===== config.mk =====
export PLATFORM = sky130hd
export DESIGN_NAME = elevator_controller
export DESIGN_NICKNAME = d
export VERILOG_FILES = /design/src/rtl/elevator_controller.sv
export SDC_FILE = /design/constraint.sdc
export NUM_CORES = 1
export LEC_CHECK = 0
export CAP_MARGIN = 10
export CORE_ASPECT_RATIO = 1.4
export CORE_MARGIN = 2
export CORE_UTILIZATION = 35
export CTS_CLUSTER_DIAMETER = 60
export DETAILED_ROUTE_END_ITERATION = 6
export GPL_TIMING_DRIVEN = 0
export HOLD_SLACK_MARGIN = 0.15
export PLACE_DENSITY = 0.58
export SLEW_MARGIN = 10
export SYNTH_ARGS = -nofsm -noshare
export SYNTH_HDL_FRONTEND = slang
export SYNTH_SLANG_ARGS = --single-unit

===== constraint.sdc =====
create_clock -name clk -period 4.25 [get_ports clk]
set_input_delay 1.275 -clock clk [delete_from_list [all_inputs] [get_ports clk]]
set_output_delay 1.275 -clock clk [all_outputs]
set_load 0.005 [all_outputs]

===== src/rtl/elevator_controller.sv =====
// SCAN-scheduled N-floor elevator controller with timed travel, door dwell,
// overweight door hold and a latched SOS emergency mode.
module elevator_controller #(
    parameter int FLOORS       = 3,
    parameter int TRAVEL_TICKS = 4,
    parameter int DOOR_TICKS   = 3,
    localparam int FW          = $clog2(FLOORS)
) (
    input  logic              clk,
    input  logic              reset,
    input  logic [FLOORS-1:0] floor_buttons,
    input  logic              sos_button,
    input  logic              weight_sensor,
    output logic [FLOORS-1:0] floor_leds,
    output logic [FW-1:0]     current_floor,
    output logic              moving,
    output logic              direction,
    output logic              door_open,
    output logic              sos_led,
    output logic              weight_led,
    output logic              emergency_led
);

    localparam int MAXT = (TRAVEL_TICKS > DOOR_TICKS) ? TRAVEL_TICKS : DOOR_TICKS;
    localparam int CW   = $clog2(MAXT + 1);
    localparam logic [CW-1:0] TRAVEL_LAST = CW'(TRAVEL_TICKS - 1);
    localparam logic [CW-1:0] DOOR_LAST   = CW'(DOOR_TICKS - 1);

    typedef enum logic [1:0] {IDLE, MOVING, DOOR_OPEN, EMERGENCY} state_t;

    state_t            state, state_n;
    logic [CW-1:0]     cnt, cnt_n;
    logic [FW-1:0]     floor_n, next_floor;
    logic              dir_n;
    logic [FLOORS-1:0] req, req_n, req_lat;
    logic              emergency, emergency_n;
    logic              sos_q, sos_prev, weight_q;
    logic              sos_edge, set_em, clr_em;
    logic              above, below, beyond, go_up, go_down, call_here;

    always_ff @(posedge clk or posedge reset) begin
        if (reset) begin
            state         <= IDLE;
            cnt           <= '0;
            current_floor <= '0;
            direction     <= 1'b1;
            req           <= '0;
            emergency     <= 1'b0;
            sos_q         <= 1'b0;
            sos_prev      <= 1'b0;
            weight_q      <= 1'b0;
        end else begin
            state         <= state_n;
            cnt           <= cnt_n;
            current_floor <= floor_n;
            direction     <= dir_n;
            req           <= req_n;
            emergency     <= emergency_n;
            sos_q         <= sos_button;
            sos_prev      <= sos_q;
            weight_q      <= weight_sensor;
        end
    end

    // Edge is taken between two registered samples, giving the two-cycle SOS latency.
    assign sos_edge  = sos_q & ~sos_prev;
    assign set_em    = sos_edge & ~emergency;
    assign clr_em    = sos_edge & (state == EMERGENCY);
    assign call_here = floor_buttons[current_floor];

    always_comb begin
        req_lat    = req;
        above      = 1'b0;
        below      = 1'b0;
        beyond     = 1'b0;
        next_floor = direction ? current_floor + FW'(1) : current_floor - FW'(1);
        for (int i = 0; i < FLOORS; i++) begin
            // A call at the floor where the cabin is stopped is served, not stored.
            if (floor_buttons[i] &&
                !(FW'(i) == current_floor && (state == IDLE || state == DOOR_OPEN)))
                req_lat[i] = 1'b1;
            above  = above | (req[i] && (FW'(i) > current_floor));
            below  = below | (req[i] && (FW'(i) < current_floor));
            beyond = beyond | (req_lat[i] &&
                     (direction ? (FW'(i) > next_floor) : (FW'(i) < next_floor)));
        end
        go_up   = above && (direction || !below);
        go_down = below && (!direction || !above);
    end

    always_comb begin
        state_n     = state;
        cnt_n       = cnt;
        floor_n     = current_floor;
        dir_n       = direction;
        req_n       = req_lat;
        emergency_n = emergency;

        case (state)
            IDLE: begin
                if (set_em) begin
                    state_n = EMERGENCY;
                    cnt_n   = '0;
                end else if (call_here) begin
                    state_n = DOOR_OPEN;
                    cnt_n   = '0;
                end else if (go_up || go_down) begin
                    state_n = MOVING;
                    dir_n   = go_up;
                    cnt_n   = '0;
                end
            end
            MOVING: begin
                if (cnt == TRAVEL_LAST) begin
                    floor_n = next_floor;
                    cnt_n   = '0;
                    if (emergency || set_em) begin
                        state_n = EMERGENCY;
                    end else if (req_lat[next_floor]) begin
                        req_n[next_floor] = 1'b0;
                        state_n           = DOOR_OPEN;
                    end else if (!beyond) begin
                        state_n = IDLE;
                    end
                end else begin
                    cnt_n = cnt + CW'(1);
                end
            end
            DOOR_OPEN: begin
                if (set_em) begin
                    state_n = EMERGENCY;
                    cnt_n   = '0;
                end else if (call_here || weight_sensor) begin
                    cnt_n = '0;
                end else if (cnt == DOOR_LAST) begin
                    cnt_n = '0;
                    if (go_up || go_down) begin
                        state_n = MOVING;
                        dir_n   = go_up;
                    end else begin
                        state_n = IDLE;
                    end
                end else begin
                    cnt_n = cnt + CW'(1);
                end
            end
            EMERGENCY: begin
                if (clr_em) begin
                    state_n = DOOR_OPEN;
                    cnt_n   = '0;
                end
            end
            default: state_n = IDLE;
        endcase

        if (set_em) emergency_n = 1'b1;
        if (clr_em) emergency_n = 1'b0;
        if (emergency || set_em) req_n = '0;
    end

    assign floor_leds    = req;
    assign moving        = (state == MOVING);
    assign door_open     = (state == DOOR_OPEN) || (state == EMERGENCY);
    assign sos_led       = sos_q;
    assign weight_led    = weight_q;
    assign emergency_led = emergency;

endmodule


# --- After elaboration in Yosys (flattened, before gate mapping) ---
# Index checks and enable logic that the tools add are counted.
totals:
  ff_bits: 15
  in_bits: 7
  wordCells: 145
  out_inout_bits: 11
classes:
  n_eq_ne: 18
  n_bitwise: 13
  muxes: 48
  addsub: 3
  n_reduce_logical: 39
  order_cmp: 15
ops:
  columns: ["op", "count"]
  rows:
  - ["3-bit 2-to-1 mux", 12]
  - ["2-bit 2-to-1 mux", 12]
  - ["1-bit logical AND", 18]
  - ["1-bit 2-to-1 mux", 18]
  - ["2-bit != test (second input constant)", 6]
  - ["3-bit case mux with 4 select lines", 1]
  - ["6-bit AND reduction", 2]
  - ["1-bit by 2-bit greater-than comparator with 1-bit output (first input constant)", 4]
  - ["1-bit by 2-bit < comparator with 1-bit output (first input constant)", 4]
  - ["2-bit case mux with 4 select lines", 1]
  - ["1-bit logical OR", 7]
  - ["3-bit by 2-bit == test with 1-bit output (second input constant)", 2]
  - ["1-bit logical NOT", 6]
  - ["2-bit by 3-bit < comparator with 1-bit output (second input constant)", 2]
  - ["3-bit != test (second input constant)", 2]
  - ["1-bit bitwise OR", 6]
  - ["1-bit binary-select mux with 2-bit select", 2]
  - ["2-bit == test (second input constant)", 2]
  - ["2-bit greater-than comparator (first input constant)", 2]
  - ["2-bit logical NOT", 2]
  - ["2-bit < comparator (first input constant)", 2]
  - ["4-bit by 2-bit != test with 1-bit output (second input constant)", 1]
  - ["4-bit by 3-bit != test with 1-bit output (second input constant)", 1]
  - ["2-bit AND reduction", 2]
  - ["other kinds (15)", 19]

# --- Logic depth before layout (Yosys ltp) ---
# Gate-level depths: netlist (run 1).
logic_depth:
  depth_word: 14
  ltp_mapped: 9
  mapped_depth_nobuf: 8

# --- Worst setup path after synthesis (run 1) ---
# No wires, ideal clock.
synth_path:
  kind: "input to register"
  start: "in floor_buttons[2]"
  end: "reg state[0]"
  required_ns: 4.125
  n_path_buf: 0
  arrival_ns: 2.636
  setup_time_ns: 0.125
  slack_ns: 1.489
  stages: 6
  cell_sequence: "mux2i_1 > o22ai_2 > o311a_1 > a211o_1 > a31oi_4 > mux2_4"
synth_between:
  elab_chain_cells: 8
  elab_cells_between_ends: 19
  cone_classes: "3 x eq/ne; 11 x mux; 1 x bitwise; 4 x reduce/logical"
synth_rtl:
  columns: ["item", "line_no", "rtl"]
  rows:
  - ["start: declaration", "11", "input logic [FLOORS-1:0] floor_buttons,"]
  - ["1-bit logical AND", "79", "if (floor_buttons[i] &&"]
  - ["1-bit 2-to-1 mux", "79", null]
  - ["1-bit binary-select mux with 2-bit select", "119", "end else if (req_lat[next_floor]) begin"]
  - ["1-bit 2-to-1 mux (not written as such)", "119", null]
  - ["2-bit 2-to-1 mux", "119", null]
  - ["2-bit 2-to-1 mux", "117", "if (emergency || set_em) begin"]
  - ["2-bit 2-to-1 mux", "114", "if (cnt == TRAVEL_LAST) begin"]
  - ["2-bit case mux with 4 select lines", "99", "case (state)"]
  - ["end signal: assignment", "53", "state <= state_n;"]
  - ["end: declaration", "31", "state_t state, state_n;"]
# Several ways; a longest one is shown, not always the timed one. The select of a mux whose other input is x is not followed.
# A chain may end at the register's enable or synchronous reset.

# --- Worst setup path in the final report (run 1) ---
# Ends and elaborated chain as after synthesis.

==> results of run 1 <==
==> metal layers <==
| layer | up-vias | track usage |
|---|---|---|
| met3 | 5 | 0.02459 |
| li1 | 491 | - |
| met2 | 25 | 0.3028 |
| met5 | - | 0 |
| met1 | 491 | 0.1691 |
| met4 | 0 | 0.05983 |
==> cell usage in the layout, fill, tap and decap left out, drive strengths merged <==
cell,instances
clkdlybuf4s50,17
inv,17
nand2,16
ha,14
dfrtp,14
o21ai,9
a21oi,6
o22ai,5
clkbuf,5
nor2,4
a211o,3
a311oi,3
mux2i,2
a211oi,2
xnor2,2
nor3,2
o21a,2
buf,2
nand2b,2
mux2,2
nor2b,1
or3b,1
or4,1
a32o,1
o221ai,1
or2b,1
o41ai,1
nand3,1
a221oi,1
and3,1
o32ai,1
xor2,1
o311a,1
a31oi,1
or2,1
o31a,1
o211ai,1
dfstp,1
==> cell type report <==
class,count,share of cell area
sequential,15,0.2613
inverter,17,0.04427
timing repair buffer,17,0.1181
buffer,3,0.02170
tap,39,0.03385
multi-input combinational,91,0.4896
clock buffer,4,0.03125
==> registers in the layout (all words and copies together) (netlist names) <==
register,count
sos_prev,1
state,2
current_floor,2
direction,1
cnt,3
emergency_led,1
floor_leds,3
weight_led,1
sos_led,1
==> power breakdown <==
group	total, uW	internal [uW]	switching [uW]
Combinational	508	247	261
Sequential	221	180	41.7
Clock	115	66.4	48.4
==> cells by family after synthesis <==
logic type      count (synthesis)
fa+ha+maj                      14
buf+inv                        20
mux                             4
xor+xnor                        3
simple gates                   31
flops                          15
compound gates                 39
==> through the flow <==
| stage | cell area, um^2 | hold WS [ns] | setup WS [ns] |
|---|---|---|---|
| floorplan | 1177 | 0.3995 | 1.489 |
| global placement | 1396 | 0.3958 | 0.8900 |
| detailed placement | 1396 | 0.3999 | 0.8708 |
| CTS | 1441 | 0.4140 | 1.128 |
| global route | 1441 | 0.4383 | 1.046 |
| finish | 1441 | 0.4115 | 1.115 |
==> final timing paths <==
check,startpoint,endpoint,cells after the start
setup / recovery,floor_buttons[2],state[0],7
setup reg to reg,current_floor[0],state[0],8
min in group asynchronous,reset,emergency_led,2
max in group asynchronous,reset,state[0],2
hold reg to reg,sos_led,sos_prev,0
hold / removal,sos_led,sos_prev,0
==> insert_results.sql, run 1 <==
INSERT INTO impl_metrics (metric_group, metric, value, unit) VALUES
('status', 'status', 'complete, no violations', ''),
('finish', 'final_net_count', '169', ''),
('synthesis', 'mean_area_per_synthesized_cell', '9.344', 'um^2'),
('sta', 'timing.final.hold_violations', '0', ''),
('placement', 'place.gp.congestion', '0.7869', ''),
('pwr', 'irDropWorstVdd', '0.3055', 'mV'),
('placement', 'dp_hpwl', '2.099', 'mm'),
('critical_path', 'critPathSlowestCell', 'sky130_fd_sc_hd__clkdlybuf4s50_1', ''),
('critical_path', 'critical_path_class', 'primary input to flop', ''),
('critical_path', 'crit_path_max_incr_delay', '0.49', 'ns'),
('route', 'routed-via-count', '1012', ''),
('route', 'met3RoutedLength', '86', 'um'),
('die', 'core-area', '3153', 'um^2'),
('sta', 'slew_headroom', '0.6130', ''),
('synthesis', 'yosys_warnings', '0', ''),
('route', 'drt_pass1_iterations', '4', ''),
('die', 'width_of_the_chip', '53.02', 'um'),
('pwr', 'power-per-cell-area', '585.8', 'nW/um^2'),
('route', 'm1WireLength', '1.056', 'mm'),
('finish', 'layoutNonFillerInstCount', '186', ''),
('cts', 'cts_sinks', '15', ''),
('sta', 'setup_violations', '0', ''),
('pwr', 'report.power.total', '844.4', 'uW'),
('synthesis', 'synth_seq_cells', '15', ''),
('synthesis', 'yosys.area.top_type', 'sky130_fd_sc_hd__dfrtp_1', ''),
('worst_hold_path', 'worstHoldPathType', 'flop to flop', ''),
('synthesis', 'post_synth_mux_area_share', '0.03932', ''),
('cts', 'number_of_buffers_inserted_by_hold_repair_at_cts', '0', ''),
('synthesis', 'synth.top_cells.by_area', 'sky130_fd_sc_hd__dfrtp_1 (30%), sky130_fd_sc_hd__ha_1 (15%), sky130_fd_sc_hd__inv_1 (5.1%), sky130_fd_sc_hd__nand2_1 (5.1%), sky130_fd_sc_hd__o21ai_0 (3.8%)', ''),
('critical_path', 'critical_path.top_delay_family', 'compound AO/OA/AOI/OAI gates', ''),
('die', 'num_rows', '24', ''),
('cts', 'clk_slew_on_worst_s_h_paths', '0.06', 'ns'),
('cts', 'clock_path_buffers', '2', ''),
('route', 'route.antenna.remaining_nets', '0', ''),
('critical_path', 'timing.critical_path.fanout_max', '7', ''),
('synthesis', 'synth_edf_count', '0', ''),
('cts', 'cts_tree', 'yes', ''),
('global_route', 'antenna_found_initial', '0', ''),
('die', 'design.die.area', '3851', 'um^2'),
('synthesis', 'postSynth.topFlopCell', 'sky130_fd_sc_hd__dfrtp_1', ''),
('synthesis', 'synth.top_cell.area_share', '0.2976', ''),
('die', 'chipHeight', '72.63', 'um'),
('finish', 'regArea', '376.6', 'um^2'),
('critical_path', 'worst_path_cell_chain', 'clkdlybuf4s50_1, mux2i_1, o22ai_2, o41ai_4, a211o_1, a31oi_4, mux2_4', ''),
('global_route', 'grtUsageTotal', '0.1591', ''),
('pwr', 'leakage', '0.0005892', 'uW'),
('cts', 'cts.repair.resized', '0', ''),
('route', 'detail_route.drc_violations', '0', ''),
('finish', 'num_antenna_cells', '0', ''),
('synthesis', 'synth_fp_nets', '147', ''),
('synthesis', 'yosys.area_share.simple', '0.1275', ''),
('sta', 'finalWorstPathRequiredPeriod', '3.135', 'ns'),
('route', 'route.detailed.vias_per_inst', '5.441', ''),
('route', 'wl', '2.610', 'mm'),
('global_route', 'grt_start_max_net_pins', '16', ''),
('synthesis', 'async_flop_share', '1.000', ''),
('finish', 'multi_input_comb_area', '705.7', 'um^2'),
('critical_path', 'setup.reg_to_reg.worst_slack', '1.69', 'ns'),
('critical_path', 'critical_path_buf_inv_count', '1', ''),
('global_route', 'first_global_vias', '1049', ''),
('route', 'initialDrtViolationCount', '22', ''),
('finish', 'layout-drive-gt1-share', '0.1224', ''),
('synthesis', 'synth_sequential_area_ratio', '0.3199', ''),
('die', 'starting_utilization_of_the_core_area', '0.3734', ''),
('sta', 'timing.final.max_slew_violations', '0', ''),
('critical_path', 'timing.critical_path.required', '4.38', 'ns'),
('finish', 'area_growth_syn_to_layout', '22.42', '%'),
('sta', 'final.setup.tns', '0', 'ns'),
('placement', 'port_buffers', '17', ''),
('synthesis', 'yosys-top-cells-count', 'sky130_fd_sc_hd__inv_1 (16), sky130_fd_sc_hd__nand2_1 (16), sky130_fd_sc_hd__dfrtp_1 (14), sky130_fd_sc_hd__ha_1 (14), sky130_fd_sc_hd__o21ai_0 (9)', ''),
('synthesis', 'post_synth_fa_ha_maj_area_fraction', '0.1488', '');
Note: power is estimated with default switching activity, not from simulation.
==> inputs of run 2 (changes only) <==
--- a/config.mk
+++ b/config.mk
@@ -13,7 +13,7 @@
 export DETAILED_ROUTE_END_ITERATION = 6
 export GPL_TIMING_DRIVEN = 0
 export HOLD_SLACK_MARGIN = 0.15
-export PLACE_DENSITY = 0.58
+export PLACE_DENSITY = 0.6
 export SLEW_MARGIN = 10
 export SYNTH_ARGS = -nofsm -noshare
 export SYNTH_HDL_FRONTEND = slang
==> constraint.sdc (replaced) <==
create_clock -name clk -period 2.6 [get_ports clk]
set_input_delay 0.78 -clock clk [delete_from_list [all_inputs] [get_ports clk]]
set_output_delay 0.78 -clock clk [all_outputs]
set_load 0.005 [all_outputs]
==> run 2 against run 1 <==
  * Non-clock buffer count grew 4
  * Critical endpoint unchanged
  * Worst setup slack got worse by 1.1 ns
  * Wire length is 7.7% higher
  * Via count shrank 0.40%
  * Critical path depth up 1
  * Register-to-register slack lost 1.6 ns
  * Sequential cell count is the same
  * First-iteration DRC count grew 73%
  * Clock skew rose by 0.00094 ns
  * Total power up 74%
  * Sequential power is 64% higher
==> insert_results.sql, run 2 (synthesis results as in run 1) <==
INSERT INTO impl_metrics (metric_group, metric, value, unit) VALUES
('pwr', 'irDropWorstVdd', '0.4455', 'mV'),
('pwr', 'report.power.total', '1471', 'uW'),
('placement', 'post-place-cells', '182', ''),
('finish', 'num_antenna_cells', '0', ''),
('sta', 'slew_headroom', '0.6096', ''),
('die', 'ioPinCount', '18', ''),
('finish', 'regArea', '376.6', 'um^2'),
('cts', 'clock_latency', '0.24', 'ns'),
('global_route', 'first_global_vias', '1002', ''),
('sta', 'timing.final.max_slew_violations', '0', ''),
('global_route', 'grt_pass1_wl', '4.457', 'mm'),
('critical_path', 'setup.reg_to_reg.worst_slack', '0.11', 'ns'),
('route', 'drt_pass1_iterations', '5', ''),
('finish', 'layout-drive-gt1-share', '0.1854', ''),
('die', 'core-area', '3153', 'um^2'),
('route', 'route.detailed.vias_per_inst', '5.305', ''),
('sta', 'grt_setup_unrepaired', 'false', ''),
('finish', 'leading_cell_types_in_the_layout_fill_and_taps_excluded', 'sky130_fd_sc_hd__inv_1 (16), sky130_fd_sc_hd__nand2_1 (16), sky130_fd_sc_hd__clkdlybuf4s50_1 (15), sky130_fd_sc_hd__dfrtp_1 (14), sky130_fd_sc_hd__ha_1 (13)', ''),
('global_route', 'grtUsageTotal', '0.1566', ''),
('global_route', 'grt.overflow.total', '0', ''),
('sta', 'finalWorstPathRequiredPeriod', '2.558', 'ns'),
('placement', 'dp_hpwl', '2.172', 'mm'),
('route', 'wl_met2', '1.540', 'mm'),
('cts', 'cts_tree', 'yes', ''),
('route', 'met3RoutedLength', '82', 'um'),
('cts', 'cts_sinks', '15', ''),
('sta', 'timing.final.hold_violations', '0', ''),
('placement', 'place.gp.congestion', '0.7528', ''),
('finish', 'area_growth_syn_to_layout', '28.06', '%'),
('critical_path', 'timing.critical_path.fanout_max', '5', ''),
('route', 'route.antenna.remaining_nets', '0', ''),
('finish', 'layoutNonFillerInstCount', '190', ''),
('worst_hold_path', 'worst_hold_startpoint', 'sos_led', ''),
('route', 'maxUsedRoutingLayer', 'met4', ''),
('critical_path', 'r2r_cells', '9', ''),
('pwr', 'power-per-cell-area', '975.6', 'nW/um^2'),
('route', 'm1WireLength', '1.153', 'mm'),
('die', 'starting_utilization_of_the_core_area', '0.3734', ''),
('sta', 'finClkSkew', '0.001647', 'ns'),
('die', 'chipHeight', '72.63', 'um'),
('cts', 'tritoncts.num_buffers', '3', ''),
('route', 'routed-via-count', '1008', ''),
('finish', 'num-fill-cells', '306', ''),
('global_route', 'antenna_found_initial', '0', ''),
('cts', 'number_of_buffers_inserted_by_hold_repair_at_cts', '0', ''),
('sta', 'clock.fmax', '391.0', 'MHz'),
('critical_path', 'timing.critical_path.from', 'floor_buttons[0]', ''),
('global_route', 'grt_start_max_net_pins', '16', ''),
('die', 'num_rows', '24', ''),
('cts', 'cts_htree_levels', '1', ''),
('status', 'status', 'complete, no violations', ''),
('placement', 'port_buffers', '17', ''),
('critical_path', 'cp_data_arrival_time', '2.69', 'ns'),
('worst_hold_path', 'hold_depth', '0', ''),
('sta', 'setup_violations', '0', ''),
('cts', 'clock_path_buffers', '2', ''),
('cts', 'clock_tree.root_cell', 'sky130_fd_sc_hd__clkbuf_8', ''),
('worst_hold_path', 'worstHoldPathType', 'flop to flop', ''),
('critical_path', 'critical_path_class', 'primary input to flop', ''),
('route', 'wl', '2.810', 'mm'),
('critical_path', 'r2r-start', 'current_floor[0]', ''),
('sta', 'pin_slew_with_the_least_headroom_to_its_limit', '0.5849', 'ns'),
('finish', 'final_net_count', '173', ''),
('route', 'route.detailed.wl_per_inst', '14.79', 'um'),
('die', 'design.die.area', '3851', 'um^2'),
('pwr', 'leakage', '0.0006336', 'uW'),
('critical_path', 'endpoint_kind', 'flop', ''),
('critical_path', 'timing.critical_path.required', '2.73', 'ns'),
('cts', 'clk_slew_on_worst_s_h_paths', '0.06', 'ns'),
('finish', 'multi_input_comb_area', '737.0', 'um^2'),
('die', 'width_of_the_chip', '53.02', 'um'),
('route', 'detail_route.drc_violations', '0', ''),
('critical_path', 'timing.critical_path.from_type', 'primary input', ''),
('route', 'initialDrtViolationCount', '38', ''),
('flow_run', 'maxCapViolCount', '0', ''),
('sta', 'final_min_period_over_clock_period', '0.9837', '');
run 2: cell count changes in the layout (fill, tap and decap cells not counted), sizes merged:
cell	previous run	this run
dlymetal6s2s	0	2
buf	2	6
clkdlybuf4s50	17	15
run 2: power breakdown:
part           internal, uW  leakage (uW)  switching (uW)
Sequential              293      0.000190            69.2
Clock                   108     0.0000228            83.2
Combinational           449      0.000421             468
run 2: final timing paths:
kind,endpoint
hold reg to reg,sos_prev
setup / recovery,state[0]
hold / removal,sos_prev
min in group asynchronous,weight_led
setup reg to reg,state[0]
max in group asynchronous,floor_leds[1]
run 2: through the flow:
stage | setup TNS (ns) | worst slack [ns] | utilization | hold slack [ns] | instance area, um^2
2_1_floorplan | 0 | 0.3167 | - | 0.3995 | 1177
3_3_place_gp | -0.3528 | -0.2531 | 0.4429 | 0.3906 | 1396
3_5_place_dp | -0.5381 | -0.2794 | 0.4429 | 0.3991 | 1396
4_1_cts | 0 | 0.01009 | 0.4619 | 0.4131 | 1456
5_1_grt | 0 | 0.006398 | 0.4782 | 0.4473 | 1508
6_report | 0 | 0.04241 | 0.4782 | 0.4068 | 1508
run 2: worst max-delay path: stages:
cell and delay, ns:
sky130_fd_sc_hd__clkdlybuf4s50_1 0.49, sky130_fd_sc_hd__mux2i_1 0.09, sky130_fd_sc_hd__o22ai_2 0.27, sky130_fd_sc_hd__buf_4 0.18, sky130_fd_sc_hd__o41ai_4 0.07, sky130_fd_sc_hd__a211o_1 0.29
sky130_fd_sc_hd__a31oi_4 0.19, sky130_fd_sc_hd__mux2_4 0.31
run 2: cell type report:
type / instances / share of cell area
Buffer: 3 / 0.02075
Sequential cell: 15 / 0.2498
Clock buffer: 4 / 0.02988
Timing Repair Buffer: 21 / 0.1361
Multi-Input combinational cell: 91 / 0.4888
Inverter: 17 / 0.04232
Tap cell: 39 / 0.03237
run 2: repair_timing:
action | in CTS | in global routing
setup buffers | 2 | 2
endpoints found under the setup margin | 2 | 4
resized for setup | 0 | 9
pin swaps | 2 | 4
run 2: routing by layer:
metal / vias to the layer above / track usage
met5: - / 0
met4: 0 / 0.07407
met3: 4 / 0.01844
met2: 19 / 0.2847
met1: 488 / 0.1756
li1: 497 / -
==> inputs of run 3 (changes only) <==
--- a/config.mk
+++ b/config.mk
@@ -6,14 +6,17 @@
 export NUM_CORES = 1
 export LEC_CHECK = 0
 export CAP_MARGIN = 10
+export CELL_PAD_IN_SITES_DETAIL_PLACEMENT = 1
+export CELL_PAD_IN_SITES_GLOBAL_PLACEMENT = 1
 export CORE_ASPECT_RATIO = 1.4
 export CORE_MARGIN = 2
 export CORE_UTILIZATION = 35
 export CTS_CLUSTER_DIAMETER = 60
 export DETAILED_ROUTE_END_ITERATION = 6
+export GPL_ROUTABILITY_DRIVEN = 0
 export GPL_TIMING_DRIVEN = 0
 export HOLD_SLACK_MARGIN = 0.15
-export PLACE_DENSITY = 0.6
+export PLACE_DENSITY = 0.74
 export SLEW_MARGIN = 10
 export SYNTH_ARGS = -nofsm -noshare
 export SYNTH_HDL_FRONTEND = slang
==> run 3 against run 2 <==
  * Sequential share of layout area decreased by 0.35 points
  * Die area unchanged
  * Critical path depth unchanged
  * Utilization increased by 0.67 points
  * Maximum frequency increased by 2.4%
  * Global-route usage increased by 2.9 points
  * Count of clock-buffer cells in the layout unchanged
  * Cell area increased by 1.4%
  * Wire length increased by 12%
  * Worst setup slack improved by 0.061 ns
  * Total power increased by 2.8%
  * Via count increased by 3.6%
  * Critical path type unchanged
  * Highest routed layer unchanged
==> insert_results.sql, run 3 (synthesis results as in run 1) <==
INSERT INTO impl_metrics (metric_group, metric, value, unit) VALUES
('die', 'width_of_the_chip', '53.02', 'um'),
('global_route', 'antenna_found_initial', '0', ''),
('pwr', 'p_sw', '636.0', 'uW'),
('finish', 'layoutNonFillerInstCount', '192', ''),
('status', 'status', 'complete, no violations', ''),
('pwr', 'power-per-cell-area', '989.2', 'nW/um^2'),
('critical_path', 'timing.critical_path.required', '2.74', 'ns'),
('sta', 'setup_violations', '0', ''),
('placement', 'dpl_worst_slack', '-0.2650', 'ns'),
('worst_hold_path', 'worstHoldPathType', 'flop to flop', ''),
('pwr', 'leakage', '0.0006541', 'uW'),
('critical_path', 'worst_path_cell_chain', 'clkdlybuf4s50_1, nand2_1, o22ai_2, o41ai_4, buf_4, a211o_1, a31oi_4, mux2_4', ''),
('flow_run', 'maxCapViolCount', '0', ''),
('cts', 'cts_htree_levels', '1', ''),
('critical_path', 'critPathSlowestCell', 'sky130_fd_sc_hd__clkdlybuf4s50_1', ''),
('sta', 'slew_headroom', '0.5889', ''),
('cts', 'cts_tree', 'yes', ''),
('cts', 'clk_slew_on_worst_s_h_paths', '0.06', 'ns'),
('critical_path', 'timing.critical_path.fanout_max', '7', ''),
('cts', 'clock_latency', '0.25', 'ns'),
('placement', 'port_buffers', '17', ''),
('finish', 'num-fill-cells', '379', ''),
('route', 'wl', '3.149', 'mm'),
('critical_path', 'timing.critical_path.from_type', 'primary input', ''),
('die', 'num_rows', '24', ''),
('route', 'detail_route.drc_violations', '0', ''),
('route', 'route.detailed.vias_per_inst', '5.438', ''),
('die', 'ioPinCount', '18', ''),
('finish', 'regArea', '376.6', 'um^2'),
('placement', 'post-place-cells', '182', ''),
('sta', 'final_min_period_over_clock_period', '0.9603', ''),
('route', 'initialDrtViolationCount', '24', ''),
('pwr', 'irDropWorstVdd', '0.4179', 'mV'),
('global_route', 'first_global_vias', '1125', ''),
('pwr', 'cellInternalPower', '876.5', 'uW'),
('finish', 'final_net_count', '175', ''),
('cts', 'clock_path_buffers', '2', ''),
('route', 'routed-via-count', '1044', ''),
('finish', 'area_growth_syn_to_layout', '29.86', '%'),
('critical_path', 'critical_path_class', 'primary input to flop', ''),
('cts', 'clock_tree.root_cell', 'sky130_fd_sc_hd__clkbuf_8', ''),
('pwr', 'power.switching_fraction', '0.4205', ''),
('sta', 'timing.final.hold_violations', '0', ''),
('die', 'design.die.area', '3851', 'um^2'),
('sta', 'finalWorstPathRequiredPeriod', '2.497', 'ns'),
('critical_path', 'crit_path_max_incr_delay', '0.48', 'ns'),
('sta', 'grt_setup_unrepaired', 'true', ''),
('critical_path', 'cp_data_arrival_time', '2.64', 'ns'),
('sta', 'whs', '0.4063', 'ns'),
('finish', 'num_antenna_cells', '0', ''),
('global_route', 'globalRouteMet2Util', '0.3611', ''),
('cts', 'tritoncts.num_buffers', '3', ''),
('global_route', 'gr-max-usage-layer', 'met2', ''),
('pwr', 'share_seq_of_total_power', '0.239', ''),
('global_route', 'grt_start_max_net_pins', '16', ''),
('global_route', 'grtUsageTotal', '0.1855', ''),
('global_route', 'grt_pass1_wl', '5.250', 'mm'),
('finish', 'layout-drive-gt1-share', '0.2092', ''),
('pwr', 'p_comb_frac', '0.631', ''),
('route', 'drt_pass1_iterations', '4', ''),
('global_route', 'met3_resource_use_gr', '0.01230', ''),
('die', 'chipHeight', '72.63', 'um'),
('cts', 'number_of_buffers_inserted_by_hold_repair_at_cts', '0', ''),
('sta', 'timing.final.max_slew_violations', '0', ''),
('placement', 'dp_hpwl', '2.315', 'mm'),
('route', 'route.detailed.wl_per_inst', '16.40', 'um'),
('sta', 'finClkSkew', '0.001244', 'ns'),
('global_route', 'grt.overflow.total', '0', ''),
('die', 'starting_utilization_of_the_core_area', '0.3734', ''),
('sta', 'pin_slew_with_the_least_headroom_to_its_limit', '0.6159', 'ns'),
('route', 'route.antenna.remaining_nets', '0', ''),
('sta', 'finalWorstSetupSlack', '0.1033', 'ns'),
('global_route', 'grt_use_met1', '0.1925', ''),
('die', 'core-area', '3153', 'um^2'),
('finish', 'multi_input_comb_area', '740.7', 'um^2'),
('cts', 'cts_sinks', '15', ''),
('pwr', 'clkPwrFrac', '0.131', ''),
('critical_path', 'endpoint_kind', 'flop', ''),
('finish', 'finish.utilization', '0.4849', ''),
('finish', 'leading_cell_types_in_the_layout_fill_and_taps_excluded', 'sky130_fd_sc_hd__inv_1 (16), sky130_fd_sc_hd__nand2_1 (16), sky130_fd_sc_hd__dfrtp_1 (14), sky130_fd_sc_hd__clkdlybuf4s50_1 (14), sky130_fd_sc_hd__ha_1 (12)', ''),
('sta', 'clock.fmax', '400.5', 'MHz'),
('pwr', 'report.power.total', '1512', 'uW');
==> run 3: cell type report <==
type	instances	area share
Timing Repair Buffer	23	0.1457
Inverter	17	0.04173
Clock buffer	4	0.02946
Tap cell	39	0.03191
Buffer	3	0.02046
Sequential cell	15	0.2463
Multi-Input combinational cell	91	0.4845
==> run 3: worst paths after layout <==
kind	cells past startpoint	slack [ns]	end	from
setup / recovery	8	0.10	state[0]	floor_buttons[1]
hold / removal	0	0.41	sos_prev	sos_led
setup reg to reg	9	0.11	state[0]	current_floor[0]
hold reg to reg	0	0.41	sos_prev	sos_led
max in group asynchronous	2	1.29	floor_leds[0]	reset
min in group asynchronous	2	0.91	cnt[1]	reset
==> run 3: worst max-delay path, delay by kind of cell <==
family                 cells  cell delay, ns
AND/OR/NAND/NOR            1            0.07
multiplexers               1            0.31
buffers and inverters      2            0.65
AO/OA/AOI/OAI              4            0.83
==> run 3: power by group through the flow <==
stage	clock (uW)	sequential, uW	combinational (uW)
global placement	0	359	826
finish	197	361	954
detailed placement	0	364	845
floorplan	0	352	595
CTS	203	356	888
global route	205	371	1050
==> run 3: repair_timing <==
| item | 4_1_cts | 5_1_grt |
|---|---|---|
| buffers inserted | 3 | 3 |
| pin swaps | 1 | 4 |
| gates resized for setup | 1 | 11 |
| hold endpoints to repair | 0 | 0 |
| endpoints found under the setup margin | 2 | 5 |
==> run 3: metal layers <==
layer  share of wire  wire [um]
met1            0.38       1201
met2            0.57       1780
met3           0.025         79
met4           0.028         88
met5               0          0
==> run 3: metrics by stage <==
stage | instance area (um^2) | setup TNS, ns
6_report | 1529 | 0
5_1_grt | 1529 | -0.02256
4_1_cts | 1466 | 0
3_5_place_dp | 1396 | -0.3927
3_3_place_gp | 1396 | -0.3584
2_1_floorplan | 1177 | 0
